### config.mk
export PLATFORM = sky130hd
export DESIGN_NAME = l2_access_sequencer_flat
export DESIGN_NICKNAME = d
export VERILOG_FILES = /design/src/rtl/l2_access_sequencer_if.sv /design/src/rtl/l2_access_sequencer.sv /design/src/flat_wrapper.sv
export SDC_FILE = /design/constraint.sdc
export NUM_CORES = 1
export LEC_CHECK = 0
export CAP_MARGIN = 10
export CORE_UTILIZATION = 46
export DETAILED_ROUTE_END_ITERATION = 12
export MAX_ROUTING_LAYER = met4
export PLACE_DENSITY = 0.91
export REMOVE_ABC_BUFFERS = 1
export SYNTH_ARGS = -nofsm -noshare
export SYNTH_HDL_FRONTEND = slang
export SYNTH_SLANG_ARGS = --single-unit
export TNS_END_PERCENT = 20
### constraint.sdc
create_clock -name clock -period 5.9 [get_ports clock]
set_input_delay 1.475 -clock clock [delete_from_list [all_inputs] [get_ports clock]]
set_output_delay 1.475 -clock clock [all_outputs]
set_load 0.01 [all_outputs]
### src/rtl/l2_access_sequencer_if.sv
// Signal bundle between the L2 access sequencer and its environment
// (L1 requests, snoops, tag lookup, line-state update, shared bus, L1 response).
interface l2_access_sequencer_if #(
    parameter int ADDR_BITS = 32,
    parameter int WAYS      = 8
);
    logic                     l1_valid;
    logic                     l1_ready;
    logic [7:0]               l1_op;
    logic [ADDR_BITS-1:0]     l1_addr;
    logic                     snp_valid;
    logic                     snp_ready;
    logic [7:0]               snp_op;
    logic [ADDR_BITS-1:0]     snp_addr;
    logic                     lk_start;
    logic                     lk_done;
    logic                     lk_hit;
    logic [$clog2(WAYS)-1:0]  lk_way;
    logic [1:0]               lk_mesi;
    logic [ADDR_BITS-1:0]     lk_vaddr;
    logic [ADDR_BITS-1:0]     addr;
    logic                     upd_en;
    logic [$clog2(WAYS)-1:0]  upd_way;
    logic [1:0]               upd_mesi;
    logic                     upd_lru;
    logic                     bus_req;
    logic [7:0]               bus_op;
    logic                     bus_done;
    logic                     resp_valid;
    logic                     resp_hit;

    // The sequencer side.
    modport slave (
        input  l1_valid, l1_op, l1_addr, snp_valid, snp_op, snp_addr,
               lk_done, lk_hit, lk_way, lk_mesi, lk_vaddr, bus_done,
        output l1_ready, snp_ready, lk_start, addr, upd_en, upd_way,
               upd_mesi, upd_lru, bus_req, bus_op, resp_valid, resp_hit
    );

    // The environment side (L1, snoop source, tag array, bus).
    modport master (
        output l1_valid, l1_op, l1_addr, snp_valid, snp_op, snp_addr,
               lk_done, lk_hit, lk_way, lk_mesi, lk_vaddr, bus_done,
        input  l1_ready, snp_ready, lk_start, addr, upd_en, upd_way,
               upd_mesi, upd_lru, bus_req, bus_op, resp_valid, resp_hit
    );
endinterface

### src/rtl/l2_access_sequencer.sv
// L2 access sequencer: serialises snoops and L1 requests through tag lookup,
// optional writeback / line fetch on the shared bus, MESI update and L1 response.
module l2_access_sequencer #(
    parameter int ADDR_BITS = 32,
    parameter int WAYS      = 8
) (
    input  logic                  clock,
    input  logic                  reset,
    l2_access_sequencer_if.slave  sif
);
    localparam int WAY_BITS = $clog2(WAYS);

    localparam logic [7:0] OP_R = 8'h52;
    localparam logic [7:0] OP_W = 8'h57;
    localparam logic [7:0] OP_M = 8'h4D;
    localparam logic [7:0] OP_I = 8'h49;

    localparam logic [1:0] MESI_I = 2'b00;
    localparam logic [1:0] MESI_S = 2'b01;
    localparam logic [1:0] MESI_E = 2'b10;
    localparam logic [1:0] MESI_M = 2'b11;

    typedef enum logic [2:0] {IDLE, LOOKUP, WB, FETCH, UPDATE, RESP} state_t;

    state_t                 state_reg,  state_next;
    logic                   is_snp_reg, is_snp_next;
    logic [7:0]             op_reg,     op_next;
    logic [ADDR_BITS-1:0]   addr_reg,   addr_next;
    logic                   lk_first_reg, lk_first_next;
    logic                   hit_reg,    hit_next;
    logic [WAY_BITS-1:0]    way_reg,    way_next;
    logic [1:0]             mesi_reg,   mesi_next;
    logic [ADDR_BITS-1:0]   vaddr_reg,  vaddr_next;
    logic                   bus_gap_reg, bus_gap_next;
    logic                   snp_legal;

    assign snp_legal = (op_reg == OP_R) || (op_reg == OP_W) ||
                       (op_reg == OP_M) || (op_reg == OP_I);

    always_ff @(posedge clock or posedge reset) begin
        if (reset) begin
            state_reg    <= IDLE;
            is_snp_reg   <= 1'b0;
            op_reg       <= 8'h00;
            addr_reg     <= '0;
            lk_first_reg <= 1'b0;
            hit_reg      <= 1'b0;
            way_reg      <= '0;
            mesi_reg     <= MESI_I;
            vaddr_reg    <= '0;
            bus_gap_reg  <= 1'b0;
        end else begin
            state_reg    <= state_next;
            is_snp_reg   <= is_snp_next;
            op_reg       <= op_next;
            addr_reg     <= addr_next;
            lk_first_reg <= lk_first_next;
            hit_reg      <= hit_next;
            way_reg      <= way_next;
            mesi_reg     <= mesi_next;
            vaddr_reg    <= vaddr_next;
            bus_gap_reg  <= bus_gap_next;
        end
    end

    always_comb begin
        state_next    = state_reg;
        is_snp_next   = is_snp_reg;
        op_next       = op_reg;
        addr_next     = addr_reg;
        lk_first_next = 1'b0;
        hit_next      = hit_reg;
        way_next      = way_reg;
        mesi_next     = mesi_reg;
        vaddr_next    = vaddr_reg;
        bus_gap_next  = 1'b0;

        sif.l1_ready   = 1'b0;
        sif.snp_ready  = 1'b0;
        sif.lk_start   = 1'b0;
        sif.addr       = '0;
        sif.upd_en     = 1'b0;
        sif.upd_way    = '0;
        sif.upd_mesi   = MESI_I;
        sif.upd_lru    = 1'b0;
        sif.bus_req    = 1'b0;
        sif.bus_op     = 8'h00;
        sif.resp_valid = 1'b0;
        sif.resp_hit   = 1'b0;

        case (state_reg)
            IDLE: begin
                // Ready reflects what is actually accepted: a snoop wins the cycle.
                sif.snp_ready = !reset;
                sif.l1_ready  = !reset && !sif.snp_valid;
                if (sif.snp_valid) begin
                    is_snp_next   = 1'b1;
                    op_next       = sif.snp_op;
                    addr_next     = sif.snp_addr;
                    lk_first_next = 1'b1;
                    state_next    = LOOKUP;
                end else if (sif.l1_valid) begin
                    is_snp_next   = 1'b0;
                    op_next       = (sif.l1_op == OP_W) ? OP_W : OP_R;
                    addr_next     = sif.l1_addr;
                    lk_first_next = 1'b1;
                    state_next    = LOOKUP;
                end
            end
            LOOKUP: begin
                sif.lk_start = lk_first_reg;
                sif.addr     = addr_reg;
                if (sif.lk_done) begin
                    hit_next   = sif.lk_hit;
                    way_next   = sif.lk_way;
                    mesi_next  = sif.lk_mesi;
                    vaddr_next = sif.lk_vaddr;
                    if (is_snp_reg) begin
                        if (!sif.lk_hit || !snp_legal)
                            state_next = IDLE;
                        else if (sif.lk_mesi == MESI_M && (op_reg == OP_R || op_reg == OP_M))
                            state_next = WB;
                        else
                            state_next = UPDATE;
                    end else begin
                        if (sif.lk_hit)
                            state_next = UPDATE;
                        else if (sif.lk_mesi == MESI_M)
                            state_next = WB;
                        else
                            state_next = FETCH;
                    end
                end
            end
            WB: begin
                sif.bus_req = 1'b1;
                sif.bus_op  = OP_W;
                sif.addr    = is_snp_reg ? addr_reg : vaddr_reg;
                if (sif.bus_done) begin
                    state_next   = is_snp_reg ? UPDATE : FETCH;
                    // Force one idle bus cycle between writeback and fetch.
                    bus_gap_next = !is_snp_reg;
                end
            end
            FETCH: begin
                sif.bus_req = !bus_gap_reg;
                sif.bus_op  = (op_reg == OP_W) ? OP_M : OP_R;
                sif.addr    = addr_reg;
                if (sif.bus_done && !bus_gap_reg)
                    state_next = UPDATE;
            end
            UPDATE: begin
                sif.upd_en  = 1'b1;
                sif.upd_way = way_reg;
                sif.upd_lru = !is_snp_reg;
                if (is_snp_reg)
                    sif.upd_mesi = (op_reg == OP_R) ? MESI_S : MESI_I;
                else if (op_reg == OP_W)
                    sif.upd_mesi = MESI_M;
                else
                    sif.upd_mesi = hit_reg ? mesi_reg : MESI_E;
                state_next = is_snp_reg ? IDLE : RESP;
            end
            RESP: begin
                sif.resp_valid = 1'b1;
                sif.resp_hit   = hit_reg;
                state_next     = IDLE;
            end
            default: state_next = IDLE;
        endcase
    end
endmodule
### src/flat_wrapper.sv
// flat-port wrapper written by rule: the top's interface ports become plain ports
module l2_access_sequencer_flat 
#(
    parameter int ADDR_BITS = 32,
    parameter int WAYS      = 8
)
  (clock, reset, sif_l1_valid, sif_l1_op, sif_l1_addr, sif_snp_valid, sif_snp_op, sif_snp_addr, sif_lk_done, sif_lk_hit, sif_lk_way, sif_lk_mesi, sif_lk_vaddr, sif_bus_done, sif_l1_ready, sif_snp_ready, sif_lk_start, sif_addr, sif_upd_en, sif_upd_way, sif_upd_mesi, sif_upd_lru, sif_bus_req, sif_bus_op, sif_resp_valid, sif_resp_hit);
  l2_access_sequencer_if #(.ADDR_BITS(ADDR_BITS), .WAYS(WAYS)) sif_i ();
  input  logic clock;
  input  logic reset;
  input wire logic [$bits(sif_i.l1_valid)-1:0] sif_l1_valid;
  input wire logic [$bits(sif_i.l1_op)-1:0] sif_l1_op;
  input wire logic [$bits(sif_i.l1_addr)-1:0] sif_l1_addr;
  input wire logic [$bits(sif_i.snp_valid)-1:0] sif_snp_valid;
  input wire logic [$bits(sif_i.snp_op)-1:0] sif_snp_op;
  input wire logic [$bits(sif_i.snp_addr)-1:0] sif_snp_addr;
  input wire logic [$bits(sif_i.lk_done)-1:0] sif_lk_done;
  input wire logic [$bits(sif_i.lk_hit)-1:0] sif_lk_hit;
  input wire logic [$bits(sif_i.lk_way)-1:0] sif_lk_way;
  input wire logic [$bits(sif_i.lk_mesi)-1:0] sif_lk_mesi;
  input wire logic [$bits(sif_i.lk_vaddr)-1:0] sif_lk_vaddr;
  input wire logic [$bits(sif_i.bus_done)-1:0] sif_bus_done;
  output wire logic [$bits(sif_i.l1_ready)-1:0] sif_l1_ready;
  output wire logic [$bits(sif_i.snp_ready)-1:0] sif_snp_ready;
  output wire logic [$bits(sif_i.lk_start)-1:0] sif_lk_start;
  output wire logic [$bits(sif_i.addr)-1:0] sif_addr;
  output wire logic [$bits(sif_i.upd_en)-1:0] sif_upd_en;
  output wire logic [$bits(sif_i.upd_way)-1:0] sif_upd_way;
  output wire logic [$bits(sif_i.upd_mesi)-1:0] sif_upd_mesi;
  output wire logic [$bits(sif_i.upd_lru)-1:0] sif_upd_lru;
  output wire logic [$bits(sif_i.bus_req)-1:0] sif_bus_req;
  output wire logic [$bits(sif_i.bus_op)-1:0] sif_bus_op;
  output wire logic [$bits(sif_i.resp_valid)-1:0] sif_resp_valid;
  output wire logic [$bits(sif_i.resp_hit)-1:0] sif_resp_hit;
  assign sif_i.l1_valid = sif_l1_valid;
  assign sif_i.l1_op = sif_l1_op;
  assign sif_i.l1_addr = sif_l1_addr;
  assign sif_i.snp_valid = sif_snp_valid;
  assign sif_i.snp_op = sif_snp_op;
  assign sif_i.snp_addr = sif_snp_addr;
  assign sif_i.lk_done = sif_lk_done;
  assign sif_i.lk_hit = sif_lk_hit;
  assign sif_i.lk_way = sif_lk_way;
  assign sif_i.lk_mesi = sif_lk_mesi;
  assign sif_i.lk_vaddr = sif_lk_vaddr;
  assign sif_i.bus_done = sif_bus_done;
  assign sif_l1_ready = sif_i.l1_ready;
  assign sif_snp_ready = sif_i.snp_ready;
  assign sif_lk_start = sif_i.lk_start;
  assign sif_addr = sif_i.addr;
  assign sif_upd_en = sif_i.upd_en;
  assign sif_upd_way = sif_i.upd_way;
  assign sif_upd_mesi = sif_i.upd_mesi;
  assign sif_upd_lru = sif_i.upd_lru;
  assign sif_bus_req = sif_i.bus_req;
  assign sif_bus_op = sif_i.bus_op;
  assign sif_resp_valid = sif_i.resp_valid;
  assign sif_resp_hit = sif_i.resp_hit;
  l2_access_sequencer #(.ADDR_BITS(ADDR_BITS), .WAYS(WAYS)) u_core (.clock(clock), .reset(reset), .sif(sif_i));
endmodule
## Word level (Yosys, flattened, before mapping)

Cells that the tools add are included.

- Equal/unequal tests: 15
- Mux-type cells: 43
- Reductions and logical operators: 20

Operator list:

| cell | number |
|---|---|
| $mux W32 | 3 |
| $pmux W32 S2 | 1 |
| $eq A8 B7 Y1 const B | 5 |
| $mux W3 | 13 |
| $mux W1 | 16 |
| $mux W8 | 2 |
| $pmux W8 S2 | 1 |
| $pmux W3 S5 | 1 |
| $mux W2 | 4 |
| $eq A3 B2 Y1 const B | 2 |
| $eq A3 B3 Y1 const B | 2 |
| $logic_not A1 Y1 | 6 |
| $logic_or A1 B1 Y1 | 5 |
| $mux W5 | 1 |
| $ne A2 B2 Y1 const B | 2 |
| $reduce_and A2 Y1 | 2 |
| $reduce_and A4 Y1 | 1 |
| $eq A3 B1 Y1 const B | 1 |
| $logic_and A1 B1 Y1 | 3 |
| $logic_not A3 Y1 | 1 |
| $ne A3 B3 Y1 const B | 1 |
| $eq A2 B2 Y1 const B | 1 |
| $ne A2 B1 Y1 const B | 1 |
| $pmux W1 S2 | 1 |
| 2 further kinds | 2 |

- Register bits: 84
- Output and inout port bits: 53

## Logic depth before layout (Yosys ltp)

Gate-level depths: netlist (run 1).

- Word-level depth: 10
- Mapped depth: 6
- Gate-level depth less buffers: 5

## Worst setup path before layout (run 1)

OpenSTA, ideal clock, no wires.

- Path type: in2out
- From: in sif_snp_valid
- To: out sif_l1_ready
- Data arrival time: 2,151 ps
- Data required time: 4,425 ps
- Setup slack: 2,274 ps
- Stages: 3
- Path buffers: 2
- Cell sequence: buf_4 > buf_2 > nor3_1

- Longest elaborated chain between the ends: 3

Ends and longest elaborated chain:

| element | line | source |
|---|---|---|
| from (decl) | flat_wrapper.sv:14 | `input wire logic [$bits(sif_i.snp_valid)-1:0] sif_snp_valid;` |
| $logic_not A1 Y1 | l2_access_sequencer.sv:95 | `sif.l1_ready = !reset && !sif.snp_valid;` |
| $logic_and A1 B1 Y1 | l2_access_sequencer.sv:95 |  |
| $mux W1 | l2_access_sequencer.sv:91 | `case (state_reg)` |
| to (decl) | flat_wrapper.sv:23 | `output wire logic [$bits(sif_i.l1_ready)-1:0] sif_l1_ready;` |

Every way passes these cells.

## Worst setup path after layout (run 1)

- From: reg u_core.state_reg[2]
- To: out sif_addr[16]

- Longest elaborated chain between the ends: 3
- Elaborated cells on any way between the ends: 5
- Those cells by class: eq/ne (3); mux (1); reduce/logical (1)

Ends and longest elaborated chain:

| element | line | source |
|---|---|---|
| from (decl) | l2_access_sequencer.sv:25 | `state_t state_reg, state_next;` |
| from (signal assigned) | l2_access_sequencer.sv:53 | `state_reg <= state_next;` |
| $eq A3 B1 Y1 or $eq A3 B2 Y1 (tied branches) | l2_access_sequencer.sv:91 |  |
| $reduce_or A2 Y1 (no line) | - |  |
| $pmux W32 S2 (*) | l2_access_sequencer.sv:91 |  |
| to (decl) | flat_wrapper.sv:26 | `output wire logic [$bits(sif_i.addr)-1:0] sif_addr;` |

Every way passes the cells marked *; elsewhere a longest branch is shown, timed or not.

==> results.sh, run 1 <==
export IMPL_status="finished, violations left"
export IMPL_failed_checks="DRC"
export IMPL_place_congestion=0.815
export IMPL_async_flop_share_pct=100
export IMPL_yosys_cell_types_count=44
export IMPL_path_cells="nand2b_1 > nor3_4 > buf_4 > a22o_1 > clkdlybuf4s50_1"
export IMPL_clk_latency_ns=0.35
export IMPL_synth_largest_area_cell="dfrtp_1"
export IMPL_max_slew_margin_pct=49.7
export IMPL_nets=664
export IMPL_cpPeakStageDelay_ns=0.61
export IMPL_grt_overflow_total=0
export IMPL_cp_arrival_ns=3.03
export IMPL_dp_cells=637
export IMPL_critPathMaxFanout=18
export IMPL_grt_pass1_wl_mm=17.8
export IMPL_antennaDiodeCount=0
export IMPL_place_hpwl_mm=8.24
export IMPL_core_area_sq_um=8810
export IMPL_hold_ws_ns=0.487
export IMPL_post_cts_buffers=0
export IMPL_irDropWorstVdd_mv=0.242
export IMPL_syn_to_final_growth_pct=45.0
export IMPL_synthFlopType="dfrtp_1"
export IMPL_period_share_pct=76.4
export IMPL_maxCapViolCount=0
export IMPL_fin_crit_ns=4.51
export IMPL_cts_sinks=84
export IMPL_grt_start_max_net_pins=47
export IMPL_ys_seq_elements=84
export IMPL_skew_ns=0.0143
export IMPL_slew_viol_final=0
export IMPL_pin_count=177
export IMPL_hold_depth=2
export IMPL_layout_drive_gt1_share_pct=11.9
export IMPL_cts_hold_buf=0
export IMPL_start_util_pct=47.9
export IMPL_yosysWarnings=0
export IMPL_synth_top_area_share_pct=49.8
export IMPL_rsz0062_at_grt="no"
export IMPL_grt_usage_pct=24.5
export IMPL_finalNonFillerCells=652
export IMPL_numPortBuffers=174
export IMPL_drc=16
export IMPL_powerDensity_nw_per_um2=427
export IMPL_setup_violations=0
export IMPL_postSynthCellCount=380
export IMPL_drt_iter0_drc=153
export IMPL_path_class="reg -> out"
export IMPL_cts_buffer_depth=2
export IMPL_hold_end="u_core.addr_reg[17]$_DFFE_PP0P_"
export IMPL_drt_pass1_iter_count=11
export IMPL_wl_per_cell_um=17.1
export IMPL_antenna_left=0
export IMPL_r2r_start="u_core.state_reg[0]$_DFFE_PP0P_"
export IMPL_mappedNetlistArea_sq_um=4220
export IMPL_hold_viol_final=0
export IMPL_multi_input_area_sq_um=1930
export IMPL_seq_area_frac_synth_pct=49.8
export IMPL_hp_start="u_core.addr_reg[17]$_DFFE_PP0P_"
export IMPL_worst_path_max_delay_cell="nor3_4"
export IMPL_die_h_um=97.8
export IMPL_num_rows=34
export IMPL_path_buf_inv=2
export IMPL_tightestPinTransition_ns=0.754
export IMPL_post_cts_resized=0
export IMPL_antenna_found_initial=0
export IMPL_cts_inserted_buffers=9
export IMPL_p_leak_nw=2.67
export IMPL_clk_pin_slew_ns=0.08
export IMPL_cp_top_family="simple AND/OR/NAND/NOR gates"
export IMPL_cts_tree="built"
export IMPL_die_x_um=97.8
export IMPL_critPathLaunchType="flop"
export IMPL_regArea_sq_um=2100
export IMPL_p_total_w=0.00261
export IMPL_hold_path_class="reg -> reg"
export IMPL_fin_setup_tns_ns=0
export IMPL_synth_enable_flop_cells=0
export IMPL_grt_pass1_vias=3673
export IMPL_wirelength_mm=11.1
export IMPL_cts_root_buffer="clkbuf_8"
export IMPL_synth_avg_cell_area_sq_um=11.1
export IMPL_ff2ff_setup_slack_ns=3.67
export IMPL_worst_setup_path_end_kind="output pin"
export IMPL_critPathRequiredTime_ns=4.43
export IMPL_reg2regPathDepth=3
export IMPL_fmax_mhz=222
export IMPL_vias_per_cell=5.45
export IMPL_yosys_top_cells_area="dfrtp_1 (50%), mux2_2 (7.7%), mux2i_1 (7.6%)"
export IMPL_die_area_sq_um=9560
export IMPL_regToRegEndpoint="u_core.vaddr_reg[26]$_DFFE_PP0P_"
export IMPL_n_fill_cell=660
export IMPL_route_vias_total=3553
export IMPL_cts_max_level=3
-- cell families (layout without fill, tap and decap cells) --
kind of cell | after synthesis | in the layout | share of synthesized area, %
and+or+nand+nor | 91 | 91 | 10.7
other | 1 | 2 | 0.0889
buffers and inverters | 37 | 200 | 4.89
AOI/OAI and AO/OA | 98 | 98 | 16.3
muxes | 69 | 69 | 18.2
DFF | 84 | 84 | 49.8
-- worst min-delay path: cells and delay by family, from the launching register on --
kind	cells	cell delay, ns
and+or+nand+nor	1	0.04
AOI/OAI and AO/OA	1	0.06
DFF	1	0.35
-- placed cells by master (no fill, tap or decap), drive strengths merged, types with 5 or more instances in the layout --
cell type,Yosys,final
clkdlybuf4s50,0,173
dfrtp,84,84
nand2,47,47
mux2,37,37
o21ai,36,36
a22o,35,35
mux2i,32,32
nor2,10,10
clkbuf,9,10
a21oi,9,9
and2,7,7
and3,6,6
buf,22,6
inv,6,5
nor3,5,5
-- Yosys cell counts (2+ instances only) --
cell and n:
a211oi_1 2, a21oi_1 9, a22o_1 35, a22oi_1 2, and2_1 6, and3_1 6, buf_2 9, buf_4 11
buf_6 2, clkbuf_1 9, dfrtp_1 84, inv_1 6, mux2_2 29, mux2_4 8, mux2i_1 32, nand2_1 47
nand2b_1 2, nand3_1 3, nor2_1 10, nor2b_1 2, nor3_1 4, nor3b_1 2, nor3b_2 2, o211a_1 2
o21ai_0 35, o22a_1 3
-- worst max-delay path by stage --
stage | start | endpoint | slack (ns) | cells past startpoint
after global routing | u_core.state_reg[2]$_DFFE_PP0P_ | sif_addr[16] | 1.20 | 5
after global placement | reset | sif_l1_ready | 1.74 | 3
final | u_core.state_reg[2]$_DFFE_PP0P_ | sif_addr[16] | 1.39 | 5
after floorplan | reset | u_core.addr_reg[0]$_DFFE_PP0P_ | 2.26 | 1
after CTS | u_core.state_reg[2]$_DFFE_PP0P_ | sif_addr[16] | 1.39 | 5
after detailed placement | reset | sif_l1_ready | 1.75 | 3
-- metrics by stage --
stage	setup slack [ns]	utilization (%)	cell area [sq um]
after CTS	1.39	69.5	6120
after floorplan	2.26	-	4040
final	1.39	69.5	6120
after detailed placement	1.75	67.7	5960
after global placement	1.74	67.7	5960
after global routing	1.20	69.5	6120
-- layout make-up --
type                            count  area share [%]
Multi-Input combinational cell    260            31.5
Clock buffer                       10            2.09
Tap cell                          108            2.21
Sequential cell                    84            34.4
Timing Repair Buffer              179            29.0
Inverter                            6           0.389
Clock inverter                      5           0.491
-- power by group --
| group | total (W) | internal, W | switching, W |
|---|---|---|---|
| Sequential | 0.00105 | 0.000852 | 0.000200 |
| Combinational | 0.00122 | 0.000682 | 0.000534 |
| Clock | 0.000345 | 0.000148 | 0.000196 |
| Total | 0.00261 | 0.00168 | 0.000931 |
-- routing by layer --
layer | global-route usage [%] | share of wire (%)
met5 | - | 0
met4 | 8.97 | 2.8
met3 | 6.08 | 5.7
met2 | 41.5 | 51
met1 | 28.1 | 40
Power figures use the tool's default switching activity.
==> inputs of run 2 (changes only) <==
--- a/config.mk
+++ b/config.mk
@@ -6,10 +6,10 @@
 export NUM_CORES = 1
 export LEC_CHECK = 0
 export CAP_MARGIN = 10
-export CORE_UTILIZATION = 46
+export CORE_UTILIZATION = 39
 export DETAILED_ROUTE_END_ITERATION = 12
 export MAX_ROUTING_LAYER = met4
-export PLACE_DENSITY = 0.91
+export PLACE_DENSITY = 0.83
 export REMOVE_ABC_BUFFERS = 1
 export SYNTH_ARGS = -nofsm -noshare
 export SYNTH_HDL_FRONTEND = slang
==> constraint.sdc (replaced) <==
create_clock -name clock -period 4 [get_ports clock]
set_input_delay 1 -clock clock [delete_from_list [all_inputs] [get_ports clock]]
set_output_delay 1 -clock clock [all_outputs]
set_load 0.01 [all_outputs]
==> run 2 against run 1 <==
Sequential share of layout area is 0.65 points lower. The run now ends clean. Final area rose by 1.9%. Critical endpoint is now sif_addr[22]. Core utilization shrank 9.6 points. Critical path type unchanged. Global-route usage is 3.6 points lower.
==> results.sh, run 2 (synthesis gave the netlist of run 1 again) <==
export IMPL_status="complete, no violations"
export IMPL_drc=0
export IMPL_clkPwrFrac_pct=16.0
export IMPL_hold_viol_final=0
export IMPL_r2r_start="u_core.state_reg[0]$_DFFE_PP0P_"
export IMPL_antenna_left=0
export IMPL_final_common_cell="clkdlybuf4s50_1"
export IMPL_clk_pin_slew_ns=0.08
export IMPL_grt_overflow_total=0
export IMPL_die_x_um=106
export IMPL_pre_cts_slack_ns=0.763
export IMPL_rsz0062_at_grt="no"
export IMPL_path_cells="nand2b_1 > nor3_4 > buf_4 > a22o_1 > clkdlybuf4s50_1"
export IMPL_place_congestion=0.827
export IMPL_grt_usage_pct=20.9
export IMPL_regToRegEndpoint="u_core.vaddr_reg[17]$_DFFE_PP0P_"
export IMPL_fin_crit_ns=3.51
export IMPL_path_class="reg -> out"
export IMPL_layout_drive_gt1_share_pct=12.4
export IMPL_fin_setup_tns_ns=0
export IMPL_cts_sinks=84
export IMPL_grt_start_max_net_pins=46
export IMPL_drt_iter0_drc=97
export IMPL_drt_pass1_iter_count=4
export IMPL_cts_buffer_depth=2
export IMPL_wirelength_mm=11.0
export IMPL_hold_depth=2
export IMPL_fmax_mhz=285
export IMPL_antennaDiodeCount=0
export IMPL_fin_ws_ns=0.488
export IMPL_maxCapViolCount=0
export IMPL_numPortBuffers=174
export IMPL_cpPeakStageDelay_ns=0.55
export IMPL_powerDensity_nw_per_um2=641
export IMPL_antenna_found_initial=0
export IMPL_core_area_sq_um=10400
export IMPL_tightestPinTransition_ns=0.703
export IMPL_power_frac_comb_pct=45.5
export IMPL_most_common_layout_cells="clkdlybuf4s50_1 (173), dfrtp_1 (84), nand2_1 (47), o21ai_0 (35), a22o_1 (35)"
export IMPL_cts_max_level=3
export IMPL_irDropWorstVdd_mv=0.284
export IMPL_path_buf_inv=2
export IMPL_cp_arrival_ns=2.51
export IMPL_start_util_pct=40.5
export IMPL_regArea_sq_um=2100
export IMPL_reg2regPathDepth=3
export IMPL_cts_root_buffer="clkbuf_8"
export IMPL_grt_pass1_wl_mm=17.8
export IMPL_die_h_um=106
export IMPL_intPower_w=0.00262
export IMPL_cts_hold_buf=0
export IMPL_skew_ns=0.0103
export IMPL_p_leak_nw=2.71
export IMPL_hold_path_class="reg -> reg"
export IMPL_place_hpwl_mm=8.16
export IMPL_syn_to_final_growth_pct=47.8
export IMPL_hold_end="u_core.addr_reg[23]$_DFFE_PP0P_"
export IMPL_route_vias_total=3552
export IMPL_hold_ws_ns=0.485
export IMPL_clk_latency_ns=0.34
export IMPL_cts_inserted_buffers=9
export IMPL_nets=667
export IMPL_max_slew_margin_pct=53.1
export IMPL_multi_input_area_sq_um=1930
export IMPL_num_rows=37
export IMPL_post_cts_buffers=0
export IMPL_post_cts_resized=0
export IMPL_ff2ff_setup_slack_ns=1.71
export IMPL_p_switching_w=0.00137
export IMPL_vias_per_cell=5.20
export IMPL_setup_violations=0
export IMPL_critPathRequiredTime_ns=3.00
export IMPL_slew_viol_final=0
export IMPL_p_seq_share_pct=38.5
export IMPL_hp_start="u_core.addr_reg[23]$_DFFE_PP0P_"
export IMPL_period_share_pct=87.8
export IMPL_pin_count=177
export IMPL_cp_top_family="buffers and inverters"
export IMPL_wl_per_cell_um=16.1
export IMPL_cts_tree="built"
export IMPL_critPathMaxFanout=18
export IMPL_grt_pass1_vias=3680
export IMPL_worst_path_max_delay_cell="dfrtp_1"
export IMPL_n_fill_cell=887
export IMPL_die_area_sq_um=11200
export IMPL_worst_setup_path_end_kind="output pin"
export IMPL_switching_share_pct=34.4
export IMPL_critPathLaunchType="flop"
## run 2: changes by cell type in the layout (fill, tap and decap cells not counted), sizes merged
| cell | change |
|---|---|
| clkinvlp | -1 |
| clkinv | -1 |
| buf | +3 |
| bufinv | +2 |
## run 2: worst max path at each step
stage | start | end | cells past startpoint
finish | u_core.state_reg[2]$_DFFE_PP0P_ | sif_addr[22] | 5
global route | u_core.state_reg[2]$_DFFE_PP0P_ | sif_addr[22] | 5
CTS | u_core.state_reg[2]$_DFFE_PP0P_ | sif_addr[22] | 5
detailed placement | reset | sif_l1_ready | 3
global placement | reset | sif_l1_ready | 3
floorplan | reset | u_core.addr_reg[0]$_DFFE_PP0P_ | 1
## run 2: final cells by class
cell class | count | share of cell area [%]
sequential | 84 | 33.7
multi-input combinational | 260 | 30.9
timing repair buffer | 182 | 29.0
tap | 136 | 2.73
clock buffer | 10 | 2.05
clock inverter | 5 | 1.24
inverter | 6 | 0.381
## run 2: layer usage
metal	vias to the layer above	global-route usage, %	part of all wire [%]
li1	1695	-	-
met1	1696	23.3	41
met2	140	37.1	51
met3	21	3.99	6.0
met4	0	7.84	2.4
met5	-	-	0
## run 2: power by group through the flow
stage          clock network, W  logic (W)  registers, W
4_1_cts                0.000656    0.00185       0.00154
5_1_grt                0.000695    0.00199       0.00160
2_1_floorplan                 0    0.00105       0.00147
3_3_place_gp                  0    0.00180       0.00152
6_report               0.000639    0.00182       0.00154
3_5_place_dp                  0    0.00184       0.00156
## run 2: per-stage QoR
stage | instances | cell area (sq um) | power (W) | util, %
6_report | 683 | 6240 | 0.00400 | 59.9
5_1_grt | 683 | 6240 | 0.00428 | 59.9
4_1_cts | 683 | 6240 | 0.00404 | 59.9
3_5_place_dp | 668 | 6030 | 0.00339 | 57.9
3_3_place_gp | 668 | 6030 | 0.00331 | 57.9
2_1_floorplan | 350 | 4040 | 0.00251 | -
## run 2: worst min-delay path: stages, from the launching register on
cell     delay, ns
dfrtp_1       0.35
nand2_1       0.04
o21ai_0       0.06
==> inputs of run 3 (changes only) <==
--- a/config.mk
+++ b/config.mk
@@ -11,6 +11,7 @@
 export MAX_ROUTING_LAYER = met4
 export PLACE_DENSITY = 0.83
 export REMOVE_ABC_BUFFERS = 1
+export SKIP_LAST_GASP = 1
 export SYNTH_ARGS = -nofsm -noshare
 export SYNTH_HDL_FRONTEND = slang
 export SYNTH_SLANG_ARGS = --single-unit
==> results of run 3 <==
No change in the layout: final DEF, timing and power equal those of run 2.
